==> config.mk <==
export PLATFORM = sky130hd
export DESIGN_NAME = trng_parallel_n
export DESIGN_NICKNAME = d
export VERILOG_FILES = /design/src/rtl/trng_parallel_n.sv
export SDC_FILE = /design/constraint.sdc
export NUM_CORES = 1
export LEC_CHECK = 0
export CAP_MARGIN = 10
export CORE_MARGIN = 2
export CORE_UTILIZATION = 40
export DETAILED_ROUTE_END_ITERATION = 8
export GPL_TIMING_DRIVEN = 0
export HOLD_SLACK_MARGIN = 0.03
export PLACE_DENSITY = 0.6
export SETUP_SLACK_MARGIN = 0.5
export SYNTH_ARGS = -nofsm -noshare
export SYNTH_HDL_FRONTEND = slang
export SYNTH_HIERARCHICAL = 1
export SYNTH_SLANG_ARGS = --single-unit
==> constraint.sdc <==
create_clock -name clk -period 9.3 [get_ports clk]
set_input_delay 1.86 -clock clk [delete_from_list [all_inputs] [get_ports clk]]
set_output_delay 1.86 -clock clk [all_outputs]
set_load 0.01 [all_outputs]
==> src/rtl/trng_parallel_n.sv <==
// trng_parallel_n: WIDTH parallel TRNG lanes. Each capture takes one masked
// word from the lanes, runs a repetition-count health test on it and queues
// it in a small output FIFO.
// trng: behavioural single-lane entropy cell used by the array.

module trng (
   input  logic       clk,
   input  logic       reset,
   input  logic       d1,
   input  logic       d2,
   input  logic [4:0] d3,
   output logic       o_valid,
   output logic       o_warbler
);

   // Each clock, register the entropy bit (scrambled by the parity of the
   // control input) and the valid strobe.
   always_ff @(posedge clk or posedge reset) begin
      if (reset) begin
         o_valid   <= 1'b0;
         o_warbler <= 1'b0;
      end else begin
         o_valid   <= d2;
         o_warbler <= d1 ^ (^d3);
      end
   end

endmodule

module trng_parallel_n #(
   parameter int WIDTH     = 32,
   parameter int DEPTH     = 4,
   parameter int RCT_LIMIT = 8
) (
   input  logic                       clk,
   input  logic                       rst,
   input  logic [WIDTH-1:0]           d1,
   input  logic [WIDTH-1:0]           d2,
   input  logic [4:0]                 d3,
   input  logic [WIDTH-1:0]           lane_en,
   input  logic                       en,
   input  logic                       health_clr,
   input  logic                       out_ready,
   output logic                       out_valid,
   output logic [WIDTH-1:0]           out_data,
   output logic [$clog2(DEPTH+1)-1:0] level,
   output logic [7:0]                 drop_cnt,
   output logic                       health_fail
);

   localparam int LW = $clog2(DEPTH + 1);
   localparam int PW = $clog2(DEPTH);
   localparam int RW = $clog2(RCT_LIMIT);
   localparam logic [RW-1:0] REP_MAX = RW'(RCT_LIMIT - 1);

   logic [WIDTH-1:0] cell_valid;
   logic [WIDTH-1:0] cell_word;
   logic             all_valid;
   logic             all_valid_q;
   logic             capture;
   logic [WIDTH-1:0] masked_word;

   logic [WIDTH-1:0] prev_word;
   logic             prev_held;
   logic [RW-1:0]    rep_cnt;
   logic [RW-1:0]    rep_next;
   logic             first_cap;
   logic             same_word;
   logic             active;
   logic             trip;
   logic             push;

   logic [WIDTH-1:0] mem [DEPTH];
   logic [PW-1:0]    wr_ptr;
   logic [PW-1:0]    rd_ptr;
   logic             full;
   logic             pop;
   logic             accept;
   logic             drop;

   // Lane cells are held in reset for as long as the block reset is low.
   for (genvar i = 0; i < WIDTH; i++) begin : g_lane
      trng u_cell (
         .clk       (clk),
         .reset     (~rst),
         .d1        (d1[i]),
         .d2        (d2[i]),
         .d3        (d3 ^ 5'(i)),
         .o_valid   (cell_valid[i]),
         .o_warbler (cell_word[i])
      );
   end

   // Disabled lanes count as valid and contribute zero bits.
   always_comb begin
      all_valid   = &(cell_valid | ~lane_en);
      masked_word = cell_word & lane_en;
      capture     = en & all_valid & ~all_valid_q;
   end

   // Edge detector history runs every cycle so an edge seen while en=0 is consumed.
   always_ff @(posedge clk or negedge rst) begin
      if (!rst) all_valid_q <= 1'b0;
      else      all_valid_q <= all_valid;
   end

   // Health-test decision for the current capture; a clear in the same cycle
   // makes this capture the first one, so it bypasses a pending failure.
   always_comb begin
      first_cap = health_clr | ~prev_held;
      same_word = (masked_word == prev_word);
      rep_next  = '0;
      if (!first_cap && same_word)
         rep_next = (rep_cnt == REP_MAX) ? rep_cnt : rep_cnt + RW'(1);
      active = capture & (health_clr | ~health_fail);
      trip   = active & ~first_cap & (rep_next == REP_MAX);
      push   = active & ~trip;
   end

   // Repetition-count state and the sticky failure flag.
   always_ff @(posedge clk or negedge rst) begin
      if (!rst) begin
         prev_word   <= '0;
         prev_held   <= 1'b0;
         rep_cnt     <= '0;
         health_fail <= 1'b0;
      end else begin
         if (health_clr) begin
            prev_held   <= 1'b0;
            rep_cnt     <= '0;
            health_fail <= 1'b0;
         end
         if (active) begin
            prev_word <= masked_word;
            prev_held <= 1'b1;
            rep_cnt   <= rep_next;
            if (trip) health_fail <= 1'b1;
         end
      end
   end

   // A full FIFO still accepts a push when the head leaves in the same cycle.
   always_comb begin
      out_valid = (level != '0);
      full      = (level == LW'(DEPTH));
      pop       = out_valid & out_ready;
      accept    = push & (~full | pop);
      drop      = push & full & ~pop;
      out_data  = out_valid ? mem[rd_ptr] : '0;
   end

   // FIFO storage; no reset needed because out_data is gated by occupancy.
   always_ff @(posedge clk) begin
      if (accept) mem[wr_ptr] <= masked_word;
   end

   // Pointers and occupancy; a health trip empties the FIFO outright.
   always_ff @(posedge clk or negedge rst) begin
      if (!rst) begin
         wr_ptr <= '0;
         rd_ptr <= '0;
         level  <= '0;
      end else if (trip) begin
         wr_ptr <= '0;
         rd_ptr <= '0;
         level  <= '0;
      end else begin
         if (accept) wr_ptr <= wr_ptr + PW'(1);
         if (pop)    rd_ptr <= rd_ptr + PW'(1);
         case ({accept, pop})
            2'b10:   level <= level + LW'(1);
            2'b01:   level <= level - LW'(1);
            default: level <= level;
         endcase
      end
   end

   // Saturating count of captures lost to a full FIFO.
   always_ff @(posedge clk or negedge rst) begin
      if (!rst)                          drop_cnt <= 8'd0;
      else if (drop && drop_cnt != 8'hFF) drop_cnt <= drop_cnt + 8'd1;
   end

endmodule

**Word level (Yosys, flattened, before mapping)**

Memories as Yosys holds them, arrays and structs flattened.
Index checks and enable logic that the tools add are counted.

- Reductions and logical operators: 41
- Multiplexer cells: 18
- Bitwise operators: 86
- $add $sub $neg: 6
- Equal/unequal tests: 7

Operator list:

| kind | count |
|---|---|
| $reduce_xor 5->1 | 32 |
| $and 32x32->32 | 1 |
| $eq 32x32->1 | 1 |
| $mux 32 | 1 |
| $not 32->32 | 1 |
| $or 32x32->32 | 1 |
| $reduce_and 32->1 | 1 |
| $xor 1x1->1 | 32 |
| $not 3->3 | 10 |
| $not 2->2 | 10 |
| $not 4->4 | 5 |
| $mux 3 | 5 |
| $not 1->1 | 12 |
| $and 1x1->1 | 10 |
| $eq 3x3->1 const B | 3 |
| $add 8x1->8 const B | 1 |
| $mux 2 | 4 |
| $ne 8x8->1 const B | 1 |
| $mux 1 | 7 |
| $add 3x1->3 const B | 2 |
| $pmux 3 s2 | 1 |
| $reduce_bool 2->1 | 3 |
| $reduce_bool 3->1 | 2 |
| $not 5->5 | 1 |
| 7 further kinds | 11 |

- Logic and storage cells: 232
- Memories kept: 1
- Bits in registers: 117
- Bits in writable memories: 128

Memories:

| name | depth | bits a word | read ports | clocked after Yosys merged registers in | write ports | line | source |
|---|---|---|---|---|---|---|---|
| mem | 4 | 32 | 1 | 0 | 1 | 73 | `logic [WIDTH-1:0] mem [DEPTH];` |

**Depth between registers and ports, before layout**

- Depth in word-level cells: 14
- Gate-level depth with buffers: 12

**Cells and area by module**

Netlist, hierarchy kept.

Modules (own cells, without submodules):

| module | times used | cells each | area an instance (um2) | sequential area each (um2) |
|---|---|---|---|---|
| trng_parallel_n | 1 | 552 | 8271.7 | 5170.0 |
| trng | 32 | 7 | 110.1 | 50.0 |

**Least setup slack after synthesis**

No wires, ideal clock.

- Path kind: in2reg
- From: input port lane_en[25]
- To: register level[2]
- Stages: 12
- Setup time: 82 ps
- Data arrival time: 4667 ps
- Setup slack: 4551 ps
- Data required time: 9218 ps
- Cells stage by stage: nor2b_1 -> a2111oi_0 -> nand4_1 -> or3_1 -> buf_4 -> nor4_4 -> buf_6 -> o21ai_1 -> fa_1 -> or3_1 -> a21o_1 -> a31oi_1

- Cells in the longest elaborated chain, start to end: 14
- Elaborated cells on any way between the ends: 21

Ends and longest elaborated chain:

| what | line | source |
|---|---|---|
| start, declared | 40 | `input logic [WIDTH-1:0] lane_en,` |
| $not 32->32 | 96 | `all_valid = &(cell_valid \| ~lane_en);` |
| $or 32x32->32 | 96 |  |
| $reduce_and 32->1 | 96 |  |
| $and 1x1->1 (2 in a row) | 98 | `capture = en & all_valid & ~all_valid_q;` |
| $and 1x1->1 | 115 | `active = capture & (health_clr \| ~health_fail);` |
| $and 1x1->1 (2 in a row) | 116 | `trip = active & ~first_cap & (rep_next == REP_MAX);` |
| $not 1->1 | 117 | `push = active & ~trip;` |
| $and 1x1->1 | 117 |  |
| $and 1x1->1 | 147 | `accept = push & (~full \| pop);` |
| $eq 2x1->1 or $eq 2x2->1 (tied branches) | 170 | `case ({accept, pop})` |
| $pmux 3 s2 | 170 |  |
| $mux 3 | 163 | `end else if (trip) begin` |
| end signal, assigned | 171 | `2'b10: level <= level + LW'(1);` |
| end signal, assigned | 172 | `2'b01: level <= level - LW'(1);` |
| end signal, assigned | 173 | `default: level <= level;` |
| end, declared | 46 | `output logic [$clog2(DEPTH+1)-1:0] level,` |

Several ways; a longest one is shown, not always the timed one.
A chain may end at the register's enable or synchronous reset.

**Worst setup path after layout**

- From: input port lane_en[13]
- To: register level[2]

Same word-level chain as after synthesis.

==> insert_results.sql <==
INSERT INTO impl_metrics (metric_group, metric, value, unit) VALUES
('worst_setup_path', 'critPathCaptureType', 'flip-flop', ''),
('sta', 'worst-slew-pin-transition', '1110', 'ps'),
('layout', 'antenna_cells', '0', ''),
('synthesis', 'netlist_top_cells_count', 'sky130_fd_sc_hd__edfxtp_1, sky130_fd_sc_hd__dfrtp_1, sky130_fd_sc_hd__xnor2_1, sky130_fd_sc_hd__and2_1, sky130_fd_sc_hd__inv_1', ''),
('placed_design', 'routabilityCongestion', '0.765', ''),
('sta', 'setup-tns-final', '0', 'ps'),
('job', 'drv.max_cap_violation_count', '0', ''),
('worst_setup_path', 'timing.critical_path.required', '9750', 'ps'),
('floorplan', 'design.die.area', '30900', 'um^2'),
('layout', 'area.growth.synth_to_final', '24.5', '%'),
('clocking', 'clock_latency', '520', 'ps'),
('power', 'cellPowerDensity', '222', 'nW/um^2'),
('grt', 'grt.overflow.total', '0', ''),
('worst_setup_path', 'critPathKind', 'in -> reg', ''),
('synthesis', 'synth_most_common_cell', 'sky130_fd_sc_hd__edfxtp_1', ''),
('grt', 'global_route.usage.total', '0.170', ''),
('clocking', 'cts-hold-fix-buffers', '0', ''),
('routing', 'via_count', '6508', ''),
('synthesis', 'synth.largest_area_cell', 'sky130_fd_sc_hd__edfxtp_1', ''),
('worst_setup_path', 'rr_endpoint', 'level[2]', ''),
('worst_setup_path', 'cpLargestDelayFamily', 'simple AND/OR/NAND/NOR gates', ''),
('worst_setup_path', 'signal_arrival_time_at_the_worst_endpoint', '6030', 'ps'),
('floorplan', 'initial_utilization', '0.409', ''),
('worst_setup_path', 'path_buf_inv', '3', ''),
('worst_hold_path', 'destination_of_the_worst_hold_path', 'drop_cnt[6]', ''),
('routing', 'first_pass_iters', '4', ''),
('routing', 'avgRoutedWirePerCell', '18.9', 'um'),
('synthesis', 'postSynthCellCount', '776', ''),
('sta', 'maxSlewHeadroom', '0.260', ''),
('worst_setup_path', 'regToRegSetupSlack', '5370', 'ps'),
('floorplan', 'coreArea', '28900', 'um^2'),
('floorplan', 'design.portCount', '151', ''),
('sta', 'grt_setup_unrepaired', 'false', ''),
('floorplan', 'rows', '62', ''),
('sta', 'fin_crit', '5580', 'ps'),
('clocking', 'worst_setup_hold_path_clk_slew', '60', 'ps'),
('synthesis', 'yosys.area.top_type_share', '0.326', ''),
('sta', 'fmaxAchievable', '179', 'MHz'),
('synthesis', 'asyncSetResetFlopFracSynth', '0.478', ''),
('sta', 'worst_clock_skew', '14.1', 'ps'),
('worst_setup_path', 'critical_path.most_common_cell', 'sky130_fd_sc_hd__or3_1', ''),
('placed_design', 'hpwl', '19100', 'um'),
('power', 'post-layout-total-power', '0.00325', 'W'),
('routing', 'first_iter_violations', '388', ''),
('clocking', 'cts_buffer_depth', '3', ''),
('sta', 'min_period_over_period', '0.600', ''),
('run_status', 'run_status', 'finished, final reports clean', ''),
('synthesis', 'netlist_area', '11800', 'um^2'),
('worst_setup_path', 'critical_path.startpoint_type', 'input pin', ''),
('routing', 'drc_errors', '0', ''),
('synthesis', 'dominantRegCellSynth', 'sky130_fd_sc_hd__edfxtp_1', ''),
('worst_setup_path', 'critPathMaxStageDelay', '740', 'ps'),
('grt', 'global_route_wire_length_before_repair', '39700', 'um'),
('power', 'leakage_power_summed_over_all_cells', '5.90', 'nW'),
('routing', 'vias_per_cell', '4.78', ''),
('worst_setup_path', 'crit_chain', 'clkdlybuf4s50_1 > nor2b_1 > a2111oi_0 > nand4_1 > or3_1 > buf_4 > nor4_4 > buf_6 > o21ai_1 > fa_1 > or3_1 > a21o_1 > a31oi_1', ''),
('worst_hold_path', 'timing.hold.worst_path_depth', '1', ''),
('worst_setup_path', 'rr_worst_depth', '12', ''),
('clocking', 'clock_sinks', '245', ''),
('synthesis', 'synth.ff_latch_count', '245', ''),
('synthesis', 'syn-mean-instance-area', '15.2', 'um^2'),
('routing', 'wl', '25700', 'um'),
('synthesis', 'ys_top_cells_by_area', 'sky130_fd_sc_hd__edfxtp_1, sky130_fd_sc_hd__dfrtp_1, sky130_fd_sc_hd__xnor2_1', ''),
('clocking', 'cts-buffers-inserted', '27', ''),
('sta', 'final_hold_vio_count', '0', ''),
('clocking', 'cts_resized', '0', ''),
('floorplan', 'die-width', '176', 'um'),
('power', 'maximum_vdd_ir_drop', '0.113', 'mV'),
('clocking', 'cts_tree', 'yes', ''),
('clocking', 'cts.root.buffer_cell', 'sky130_fd_sc_hd__clkbuf_16', ''),
('worst_hold_path', 'worst_hold_startpoint', 'drop_cnt[6]', '');
## sequential cells by signal, indices dropped and copies added (netlist names)
name,flops
mem,128
g_lane.u_cell/o_valid,32
g_lane.u_cell/o_warbler,32
prev_word,32
drop_cnt,8
level,3
rep_cnt,3
rd_ptr,2
wr_ptr,2
all_valid_q,1
health_fail,1
prev_held,1
## logic make-up after synthesis
kind of cell | Yosys count | synth area share
muxes | 71 | 0.0979
xor gates and xnor gates | 160 | 0.177
buffers and inverters | 70 | 0.0238
adders and majority gates | 7 | 0.00806
AOI/OAI and AO/OA | 36 | 0.0221
and+or+nand+nor | 187 | 0.0976
DFF | 245 | 0.574
## worst max-delay path by stage
stage | startpoint | end
6_report | lane_en[13] | level[2]
3_3_place_gp | lane_en[13] | mem[3][21]
3_5_place_dp | lane_en[13] | level[2]
4_1_cts | lane_en[13] | level[2]
5_1_grt | lane_en[13] | level[2]
2_1_floorplan | lane_en[25] | level[2]
## cell usage in the layout (no fill, tap or decap), drive strengths merged, types with 7 or more instances in the layout
master / instances
clkdlybuf4s50: 146
dfrtp: 117
xnor2: 123
nor2: 14
a2111oi: 8
xnor3: 32
mux2: 35
nor2b: 25
a21boi: 7
clkinv: 14
and3b: 7
nand4: 14
edfxtp: 128
buf: 14
inv: 52
and2: 70
clkbuf: 41
mux4: 32
nor4: 9
nand3: 7
nand2: 15
## per-layer routing
| layer | share of wire | up-vias | wire, um | GRT usage |
|---|---|---|---|---|
| li1 | - | 3115 | - | - |
| met1 | 0.46 | 3201 | 11700 | 0.241 |
| met2 | 0.47 | 164 | 12000 | 0.278 |
| met3 | 0.059 | 28 | 1520 | 0.0268 |
| met4 | 0.016 | 0 | 414 | 0.0365 |
| met5 | 0 | - | 0 | 0 |
## through the flow
step / hold WS, ps / setup WS [ps] / area [um^2] / util / std cells
after global placement: 482 / 2640 / 13800 / 0.477 / 1309
after CTS: 493 / 3600 / 14700 / 0.509 / 1362
after global routing: 519 / 3410 / 14700 / 0.509 / 1362
after floorplan: 460 / 4550 / 11800 / - / 776
after detailed placement: 484 / 3080 / 13800 / 0.479 / 1312
final: 490 / 3720 / 14700 / 0.509 / 1362
## final cells by class
type                            count  area (um^2)
Clock inverter                     20          160
Inverter                           51          191
Tap cell                          384          480
Fill cell                        2533        14200
Buffer                             19         88.8
Timing Repair Buffer              152         1550
Multi-Input combinational cell    461         4750
Sequential cell                   245         6770
Clock buffer                       30          687
## worst reg2reg max path, stage by stage (launching register included)
cell and delay [ps]:
sky130_fd_sc_hd__dfrtp_1 320, sky130_fd_sc_hd__inv_1 30, sky130_fd_sc_hd__a2111oi_0 750, sky130_fd_sc_hd__nand4_1 340, sky130_fd_sc_hd__or3_1 450, sky130_fd_sc_hd__buf_4 180
sky130_fd_sc_hd__nor4_4 390, sky130_fd_sc_hd__buf_6 200, sky130_fd_sc_hd__o21ai_1 80, sky130_fd_sc_hd__fa_1 420, sky130_fd_sc_hd__or3_1 390, sky130_fd_sc_hd__a21o_1 170
sky130_fd_sc_hd__a31oi_1 150
## report_power, final
group / internal [W] / switching, W
logic: 0.000548 / 0.000437
registers: 0.00123 / 0.0000308
clock network: 0.000588 / 0.000422
Note: power is estimated with default switching activity, not from simulation.
